$ cat config.mk
export PLATFORM = sky130hd
export DESIGN_NAME = vga_timing_gen_flat
export DESIGN_NICKNAME = d
export VERILOG_FILES = /design/src/rtl/vga_timing_gen_if.sv /design/src/rtl/vga_timing_gen.sv /design/src/flat_wrapper.sv
export SDC_FILE = /design/constraint.sdc
export NUM_CORES = 1
export LEC_CHECK = 0
export ABC_AREA = 1
export BUFFER_PORTS_ARGS = -buffer_cell sky130_fd_sc_hd__buf_2
export CELL_PAD_IN_SITES_DETAIL_PLACEMENT = 1
export CELL_PAD_IN_SITES_GLOBAL_PLACEMENT = 1
export CORE_UTILIZATION = 35
export DETAILED_ROUTE_END_ITERATION = 8
export PLACE_DENSITY_LB_ADDON = 0.1
export SLEW_MARGIN = 15
export SYNTH_ARGS = -nofsm -noshare
export SYNTH_HDL_FRONTEND = slang
export SYNTH_SLANG_ARGS = --single-unit
$ cat constraint.sdc
create_clock -name CLK -period 1.85 [get_ports CLK]
set_clock_uncertainty 0.1 [all_clocks]
set_input_delay 0.185 -clock CLK [delete_from_list [all_inputs] [get_ports CLK]]
set_output_delay 0.185 -clock CLK [all_outputs]
set_load 0.005 [all_outputs]
$ cat src/rtl/vga_timing_gen_if.sv
// rtl/vga_timing_gen_if.sv - raster timing signal bundle between generator and pixel stage
`timescale 1ns/1ps
interface vga_timing_gen_if;
    logic       PIX_CE;
    logic [9:0] HC;
    logic [9:0] VC;
    logic       VIDON;
    logic       HSYNC;
    logic       VSYNC;
    logic       LINE_START;
    logic       FRAME_START;

    modport master (
        output PIX_CE, HC, VC, VIDON, HSYNC, VSYNC, LINE_START, FRAME_START
    );

    modport slave (
        input PIX_CE, HC, VC, VIDON, HSYNC, VSYNC, LINE_START, FRAME_START
    );
endinterface

$ cat src/rtl/vga_timing_gen.sv
// rtl/vga_timing_gen.sv - VGA raster timing generator (pixel divider, H/V counters, registered decodes)
`timescale 1ns/1ps
module vga_timing_gen #(
    parameter int CLK_DIV  = 2,
    parameter int H_ACTIVE = 640,
    parameter int H_FP     = 16,
    parameter int H_SYNC   = 96,
    parameter int H_BP     = 48,
    parameter int V_ACTIVE = 480,
    parameter int V_FP     = 10,
    parameter int V_SYNC   = 2,
    parameter int V_BP     = 33
) (
    input  logic              CLK,
    input  logic              RST_N,
    vga_timing_gen_if.master  vga
);
    localparam int H_TOTAL = H_ACTIVE + H_FP + H_SYNC + H_BP;
    localparam int V_TOTAL = V_ACTIVE + V_FP + V_SYNC + V_BP;

    localparam logic [4:0]  DIV_LAST = 5'(CLK_DIV - 1);
    localparam logic [9:0]  H_LAST   = 10'(H_TOTAL - 1);
    localparam logic [9:0]  V_LAST   = 10'(V_TOTAL - 1);

    // Decode bounds held one bit wider so a sync window ending at 1024 still compares correctly
    localparam logic [10:0] H_VIS    = 11'(H_ACTIVE);
    localparam logic [10:0] HS_BEG   = 11'(H_ACTIVE + H_FP);
    localparam logic [10:0] HS_END   = 11'(H_ACTIVE + H_FP + H_SYNC);
    localparam logic [10:0] V_VIS    = 11'(V_ACTIVE);
    localparam logic [10:0] VS_BEG   = 11'(V_ACTIVE + V_FP);
    localparam logic [10:0] VS_END   = 11'(V_ACTIVE + V_FP + V_SYNC);

    logic [4:0]  r_div;
    logic [9:0]  r_hc;
    logic [9:0]  r_vc;
    logic        r_vidon;
    logic        r_hsync;
    logic        r_vsync;
    logic        r_line_start;
    logic        r_frame_start;

    logic        w_tick;
    logic        w_h_wrap;
    logic        w_v_wrap;
    logic [9:0]  w_hc_next;
    logic [9:0]  w_vc_next;
    logic [10:0] w_hc_ext;
    logic [10:0] w_vc_ext;

    assign w_tick    = (r_div == DIV_LAST);
    assign w_h_wrap  = (r_hc == H_LAST);
    assign w_v_wrap  = (r_vc == V_LAST);
    assign w_hc_next = w_h_wrap ? 10'd0 : r_hc + 10'd1;
    assign w_vc_next = w_h_wrap ? (w_v_wrap ? 10'd0 : r_vc + 10'd1) : r_vc;
    assign w_hc_ext  = {1'b0, w_hc_next};
    assign w_vc_ext  = {1'b0, w_vc_next};

    // Pixel-rate divider: counts system clocks within one pixel period
    always_ff @(posedge CLK) begin
        if (!RST_N) begin
            r_div <= 5'd0;
        end else if (w_tick) begin
            r_div <= 5'd0;
        end else begin
            r_div <= r_div + 5'd1;
        end
    end

    // Counters and decodes advance together on a tick; decodes come from the next-state counts
    // so they line up with HC/VC in the same cycle. Reset parks on the last pixel of a frame.
    always_ff @(posedge CLK) begin
        if (!RST_N) begin
            r_hc          <= H_LAST;
            r_vc          <= V_LAST;
            r_vidon       <= 1'b0;
            r_hsync       <= 1'b1;
            r_vsync       <= 1'b1;
            r_line_start  <= 1'b0;
            r_frame_start <= 1'b0;
        end else if (w_tick) begin
            r_hc          <= w_hc_next;
            r_vc          <= w_vc_next;
            r_vidon       <= (w_hc_ext < H_VIS) && (w_vc_ext < V_VIS);
            r_hsync       <= !((w_hc_ext >= HS_BEG) && (w_hc_ext < HS_END));
            r_vsync       <= !((w_vc_ext >= VS_BEG) && (w_vc_ext < VS_END));
            r_line_start  <= (w_hc_next == 10'd0);
            r_frame_start <= (w_hc_next == 10'd0) && (w_vc_next == 10'd0);
        end
    end

    assign vga.PIX_CE      = w_tick;
    assign vga.HC          = r_hc;
    assign vga.VC          = r_vc;
    assign vga.VIDON       = r_vidon;
    assign vga.HSYNC       = r_hsync;
    assign vga.VSYNC       = r_vsync;
    assign vga.LINE_START  = r_line_start;
    assign vga.FRAME_START = r_frame_start;
endmodule

$ cat src/flat_wrapper.sv
// flat-port wrapper written by rule: the top's interface ports become plain ports
module vga_timing_gen_flat 
#(
    parameter int CLK_DIV  = 2,
    parameter int H_ACTIVE = 640,
    parameter int H_FP     = 16,
    parameter int H_SYNC   = 96,
    parameter int H_BP     = 48,
    parameter int V_ACTIVE = 480,
    parameter int V_FP     = 10,
    parameter int V_SYNC   = 2,
    parameter int V_BP     = 33
)
  (CLK, RST_N, vga_PIX_CE, vga_HC, vga_VC, vga_VIDON, vga_HSYNC, vga_VSYNC, vga_LINE_START, vga_FRAME_START);
  vga_timing_gen_if vga_i ();
  input  logic CLK;
  input  logic RST_N;
  output wire logic [$bits(vga_i.PIX_CE)-1:0] vga_PIX_CE;
  output wire logic [$bits(vga_i.HC)-1:0] vga_HC;
  output wire logic [$bits(vga_i.VC)-1:0] vga_VC;
  output wire logic [$bits(vga_i.VIDON)-1:0] vga_VIDON;
  output wire logic [$bits(vga_i.HSYNC)-1:0] vga_HSYNC;
  output wire logic [$bits(vga_i.VSYNC)-1:0] vga_VSYNC;
  output wire logic [$bits(vga_i.LINE_START)-1:0] vga_LINE_START;
  output wire logic [$bits(vga_i.FRAME_START)-1:0] vga_FRAME_START;
  assign vga_PIX_CE = vga_i.PIX_CE;
  assign vga_HC = vga_i.HC;
  assign vga_VC = vga_i.VC;
  assign vga_VIDON = vga_i.VIDON;
  assign vga_HSYNC = vga_i.HSYNC;
  assign vga_VSYNC = vga_i.VSYNC;
  assign vga_LINE_START = vga_i.LINE_START;
  assign vga_FRAME_START = vga_i.FRAME_START;
  vga_timing_gen #(.CLK_DIV(CLK_DIV), .H_ACTIVE(H_ACTIVE), .H_FP(H_FP), .H_SYNC(H_SYNC), .H_BP(H_BP), .V_ACTIVE(V_ACTIVE), .V_FP(V_FP), .V_SYNC(V_SYNC), .V_BP(V_BP)) u_core (.CLK(CLK), .RST_N(RST_N), .vga(vga_i));
endmodule
==> results.cfg, run 1 <==
[run_status]
status = complete, but fails checks
violations = negative setup slack

[synthesis]
netlist-cell-type-count = 31
synth_compound_area_frac = 0.114
yosys_warnings = 0
synth_fa_ha_area_frac = 0.0416
netlist_area_mm2 = 0.00180
yosysSeqAreaShare = 0.333
synth_top_area_frac = 0.333
synth-seq-cells = 30
synth-simple-area-share = 0.400
avgSynthCellArea_um2 = 6.44
syn-instance-count = 280
synth_top_cells_by_area = dfxtp_1 (33%), nand2_1 (17%), inv_1 (8.1%)
synthXorXnorAreaFrac = 0.00485
syn-num-nets = 288
synth.mux.area_fraction = 0
synth_top_cell_by_area = dfxtp_1
synth_top_family_by_area = simple AND/OR/NAND/NOR gates

[clock_network]
cts_max_level = 2
cts_root_buf = clkbuf_8
numCtsBuffers = 5
insertion_delay_ns = 0.29
cts.sinks = 30
cts_tree = yes
clkTransAtPathRegs_ns = 0.07
ctsLongestPathBuffers = 2

[routing]
highest_layer = met4
ant_nets = 0
finalWirelength_mm = 7.54
drtIter0Drc = 159
firstDrtPassIters = 4
avgViaCountPerCell = 5.20
dr_total_vias = 2242
dr_wl_met3_um = 221
wl_met1_mm = 3.31
avgRoutedWirePerCell_um = 17.5
drc = 0
met2_length_mm = 3.83

[sta]
maxSlewViolCount = 0
tightest_slew_ns = 0.306
whs_ns = 0.228
fmax_mhz = 521
rsz0062_at_grt = true
hold_viol = 0
fin_crit_ns = 1.92
setup-violations-final = 4
period_share = 1.04
relSlewSlack = 0.796
setup_ws_ns = -0.0703

[global_route]
grt_max_degree = 21
gr-total-overflow = 0
grt_pass1_vias = 2147
grt_pass1_wl_mm = 10.6
antenna_found_initial = 0
gr-usage-all-layers = 0.265

[placement]
port_buffers = 27
placed_area_mm2 = 0.00227
place_ws_ns = -0.0714
hpwlAfterDp_mm = 4.64
gp_congestion = 0.894

[die]
rows = 25
start_util = 0.372
die-area_mm2 = 0.00545
io-pin-count = 28
fp.dieH_um = 73.8
die_w_um = 73.8
core_area_mm2 = 0.00485

[finish]
syn_to_final_growth_pct = 54.2
fin_util = 0.574
num_antenna_cells = 0
final_common_cell = nand2_1
final_cell_mix = nand2_1 (70), buf_4 (48), inv_1 (36)
drive_above_1_share = 0.420
finalNetCount = 371
fin_area_mm2 = 0.00278
fill_cells = 630

[run]
drv_cap = 0

[critical_path]
cp-start-kind = flop
cp.required_ns = 1.94
ff2ff_setup_slack_ns = -0.07
cp-end-kind = flop
crit_arrival_ns = 2.01
critPathMaxFanout = 5
criticalPathCategory = flop to flop

[power]
p_per_area_mw_per_mm2 = 1380
p_leak_nw = 1.36
power_w = 0.00383
ir_worst_vdd_v = 0.000685

[worst_hold_path]
hold_class = primary input to flop
[per-layer routing]
metal / up-vias / GRT usage
met3: 20 / 0.0466
met4: 0 / 0.0748
met5: - / 0
li1: 1074 / -
met2: 50 / 0.461
met1: 1098 / 0.333
[stage by stage]
step / std cells / TNS (ns)
floorplan: 280 / 0
global placement: 404 / -0.0234
detailed placement: 404 / -0.142
CTS: 418 / -0.0203
global route: 431 / -0.638
finish: 431 / -0.206
[worst max-delay path, cell delays in order (launching register included)]
cell     delay, ns
dfxtp_1       0.49
nand2_4       0.10
nor2_4        0.15
nand2_2       0.10
nor2_4        0.17
buf_6         0.17
nand2_1       0.07
nand2_2       0.09
and2_1        0.14
nand3_1       0.08
nor2_1        0.11
nor2_1        0.06
[state kept, by name, summed over array words and instances (netlist names)]
| name | count |
|---|---|
| u_core.vga.VC | 10 |
| u_core.vga.LINE_START | 1 |
| u_core.r_div | 5 |
| u_core.vga.VIDON | 1 |
| u_core.vga.FRAME_START | 1 |
| u_core.vga.HSYNC | 1 |
| u_core.vga.VSYNC | 1 |
| u_core.vga.HC | 10 |
[synthesized netlist by cell type]
library cell,n
or2_1,1
nor2_1,33
o211ai_1,1
o31ai_1,1
a2bb2oi_1,1
nor2_4,2
a21oi_1,4
nor3_1,4
o21ai_0,10
nand2_2,4
xor2_1,1
ha_1,6
o22ai_1,6
nand3_2,1
nand3_1,22
nand3_4,1
nand2_1,83
dfxtp_1,30
o21ai_2,1
inv_2,2
o21ai_1,2
buf_2,1
and2_1,1
o22a_1,2
a22oi_1,4
nand4_1,8
inv_1,39
o21bai_1,1
buf_6,2
nor2_2,3
clkbuf_1,3
[where the power goes]
part / switching, W / internal (W)
registers: 0.0000819 / 0.000729
clock network: 0.000293 / 0.000397
logic: 0.00129 / 0.00104
[what timing repair did]
action                                 in CTS  in global routing
hold buffers                                0                  0
pin swaps                                   7                 34
gates resized for setup                    17                 58
cloned                                      1                  3
endpoints found under the hold margin       0                  0
setup endpoints to repair                   6                 22
setup buffers                               5                 12
[worst paths after layout]
path | end | cells after the start | startpoint
setup reg to reg | u_core.vga.VSYNC | 11 | u_core.vga.HC[2]
hold reg to reg | u_core.vga.VIDON | 2 | u_core.vga.VIDON
hold / removal | u_core.vga.HC[0] | 4 | RST_N
setup / recovery | u_core.vga.VSYNC | 11 | u_core.vga.HC[2]
[layout make-up]
type	count	area, µm²	share of cell area
clock inverter	3	40.0	0.0144
clock buffer	5	68.8	0.0247
multi-input combinational	204	1260	0.452
timing repair buffer	79	549	0.197
inverter	41	160	0.0576
timing repair inverter	2	15.0	0.00540
sequential	30	608	0.219
tap	67	83.8	0.0301
[cells by family (layout without fill, tap and decap cells)]
group / Yosys count / in the layout
and+or+nand+nor: 163 / 164
buffers and inverters: 47 / 130
AOI/OAI and AO/OA: 33 / 33
DFF: 30 / 30
adders and majority gates: 6 / 6
xor gates and xnor gates: 1 / 1
No activity file was read; power rests on OpenSTA's default activity.
==> run 2, diff against run 1 <==
--- a/config.mk
+++ b/config.mk
@@ -7,11 +7,9 @@
 export LEC_CHECK = 0
 export ABC_AREA = 1
 export BUFFER_PORTS_ARGS = -buffer_cell sky130_fd_sc_hd__buf_2
-export CELL_PAD_IN_SITES_DETAIL_PLACEMENT = 1
-export CELL_PAD_IN_SITES_GLOBAL_PLACEMENT = 1
-export CORE_UTILIZATION = 35
+export CORE_UTILIZATION = 51
 export DETAILED_ROUTE_END_ITERATION = 8
-export PLACE_DENSITY_LB_ADDON = 0.1
+export PLACE_DENSITY = 0.76
 export SLEW_MARGIN = 15
 export SYNTH_ARGS = -nofsm -noshare
 export SYNTH_HDL_FRONTEND = slang
==> run 2 against run 1 <==
Compared with the run above: the run still ends with negative setup slack left; first-iteration DRC count is 10% higher; final cell count decreased by 10%; core utilization increased by 14 points; setup slack better by 0.039 ns; critical path depth rose by 1; wire length fell by 31%.
==> results.cfg, run 2 (synthesis gave the netlist of run 1 again) <==
[placement]
gp_congestion = 0.871
placed_area_mm2 = 0.00211
hpwlAfterDp_mm = 3.48
port_buffers = 27

[clock_network]
clkTransAtPathRegs_ns = 0.10
cts_max_level = 2
ctsLongestPathBuffers = 2
cts_root_buf = clkbuf_4
cts_tree = yes
insertion_delay_ns = 0.34
numCtsBuffers = 5
cts.sinks = 30

[power]
sw_frac_of_total = 0.443
seqPwrFrac = 0.266
p_comb_frac = 0.595
share_clk_of_total_power = 0.139
p_int_w = 0.00170
p_per_area_mw_per_mm2 = 1270
p_leak_nw = 1.22
ir_worst_vdd_v = 0.000726
power_w = 0.00306
p_sw_w = 0.00135

[die]
die_w_um = 61.5
core_area_mm2 = 0.00336
die-area_mm2 = 0.00378
rows = 21
fp.dieH_um = 61.5
start_util = 0.536
io-pin-count = 28

[finish]
final_common_cell = nand2_1
final_cell_mix = nand2_1 (75), inv_1 (35), buf_4 (31)
fill_cells = 288
syn_to_final_growth_pct = 33.7
fin_area_mm2 = 0.00241
finalNetCount = 349
num_antenna_cells = 0
drive_above_1_share = 0.339

[critical_path]
cp.required_ns = 2.00
cp-start-kind = flop
crit_chain = inv_4 -> ha_4 -> nand2_2 -> nor2_2 -> nand4_1 -> nand2_1 -> nor2_2 -> nor2_2 -> and2_4 -> nand3_2 -> nor2_1 -> nor2_1
criticalPathCategory = flop to flop
cp-end-kind = flop
slowest_delay_ns = 0.38
critPathMaxFanout = 6
crit_arrival_ns = 2.03
crit_top_cell = nor2_2
cp_slowest_cell = dfxtp_4

[routing]
dr_total_vias = 2055
finalWirelength_mm = 5.22
avgViaCountPerCell = 5.30
ant_nets = 0
avgRoutedWirePerCell_um = 13.5
firstDrtPassIters = 4
drc = 0
drtIter0Drc = 175

[sta]
fmax_mhz = 532
tightest_slew_ns = 0.387
relSlewSlack = 0.739
setup-violations-final = 1
fin_crit_ns = 1.88
whs_ns = 0.0676
setup_ws_ns = -0.0313
rsz0062_at_grt = true
period_share = 1.02
setup-tns-final_ns = -0.0313
hold_viol = 0
maxSlewViolCount = 0

[global_route]
gr-usage-all-layers = 0.274
grt_max_degree = 12
antenna_found_initial = 0
gr-total-overflow = 0
grt_pass1_wl_mm = 7.42
grt_pass1_vias = 1660

[run_status]
status = complete, but fails checks
violations = negative setup slack

[worst_hold_path]
hold_class = primary input to flop

[run]
drv_cap = 0
run 2: layout make-up:
class / instances / area, µm² / area share
clock buffer: 7 / 55.1 / 0.0228
clock inverter: 1 / 5.00 / 0.00207
inverter: 41 / 163 / 0.0674
multi-input combinational: 203 / 1130 / 0.468
sequential: 30 / 612 / 0.254
tap: 46 / 57.6 / 0.0239
timing repair buffer: 60 / 390 / 0.162
run 2: final timing paths:
kind                              start               endpoint  slack, ns  depth (start not counted)
setup / recovery       u_core.vga.VC[0]       u_core.vga.VSYNC      -0.03                         12
hold / removal                    RST_N       u_core.vga.HC[0]       0.07                          4
setup reg to reg       u_core.vga.VC[0]       u_core.vga.VSYNC      -0.03                         12
hold reg to reg   u_core.vga.LINE_START  u_core.vga.LINE_START       0.36                          2
run 2: layer usage:
metal / part of all wire / vias to the layer above / GRT usage
li1: - / 1028 / -
met1: 0.43 / 921 / 0.380
met2: 0.46 / 88 / 0.412
met3: 0.077 / 18 / 0.0651
met4: 0.033 / 0 / 0.105
met5: 0 / - / 0
run 2: worst max-delay path, delay by kind of cell (launching register included):
family | cells | cell delay (ns)
AND/OR/NAND/NOR | 10 | 1.09
adder cells (fa/ha/maj) | 1 | 0.13
flip-flops | 1 | 0.38
buffers and inverters | 1 | 0.08
run 2: power by group through the flow:
| stage | clock (W) | sequential [W] | combinational, W |
|---|---|---|---|
| 5_1_grt | 0.000458 | 0.000827 | 0.00198 |
| 2_1_floorplan | 0 | 0.000823 | 0.000956 |
| 6_report | 0.000425 | 0.000814 | 0.00182 |
| 3_3_place_gp | 0 | 0.000805 | 0.00139 |
| 4_1_cts | 0.000425 | 0.000794 | 0.00152 |
| 3_5_place_dp | 0 | 0.000808 | 0.00140 |
run 2: through the flow:
step | instances | util | setup slack (ns)
3_5_place_dp | 367 | 0.627 | -0.0670
4_1_cts | 379 | 0.656 | 0.0128
5_1_grt | 388 | 0.717 | -0.141
3_3_place_gp | 367 | 0.627 | -0.0714
2_1_floorplan | 280 | - | 0.0784
6_report | 388 | 0.717 | -0.0313
run 2: what timing repair did:
action	4_1_cts	5_1_grt
setup endpoints to repair	3	8
resized for setup	4	46
pin swaps	2	20
buffers inserted	4	9
hold buffers	0	0
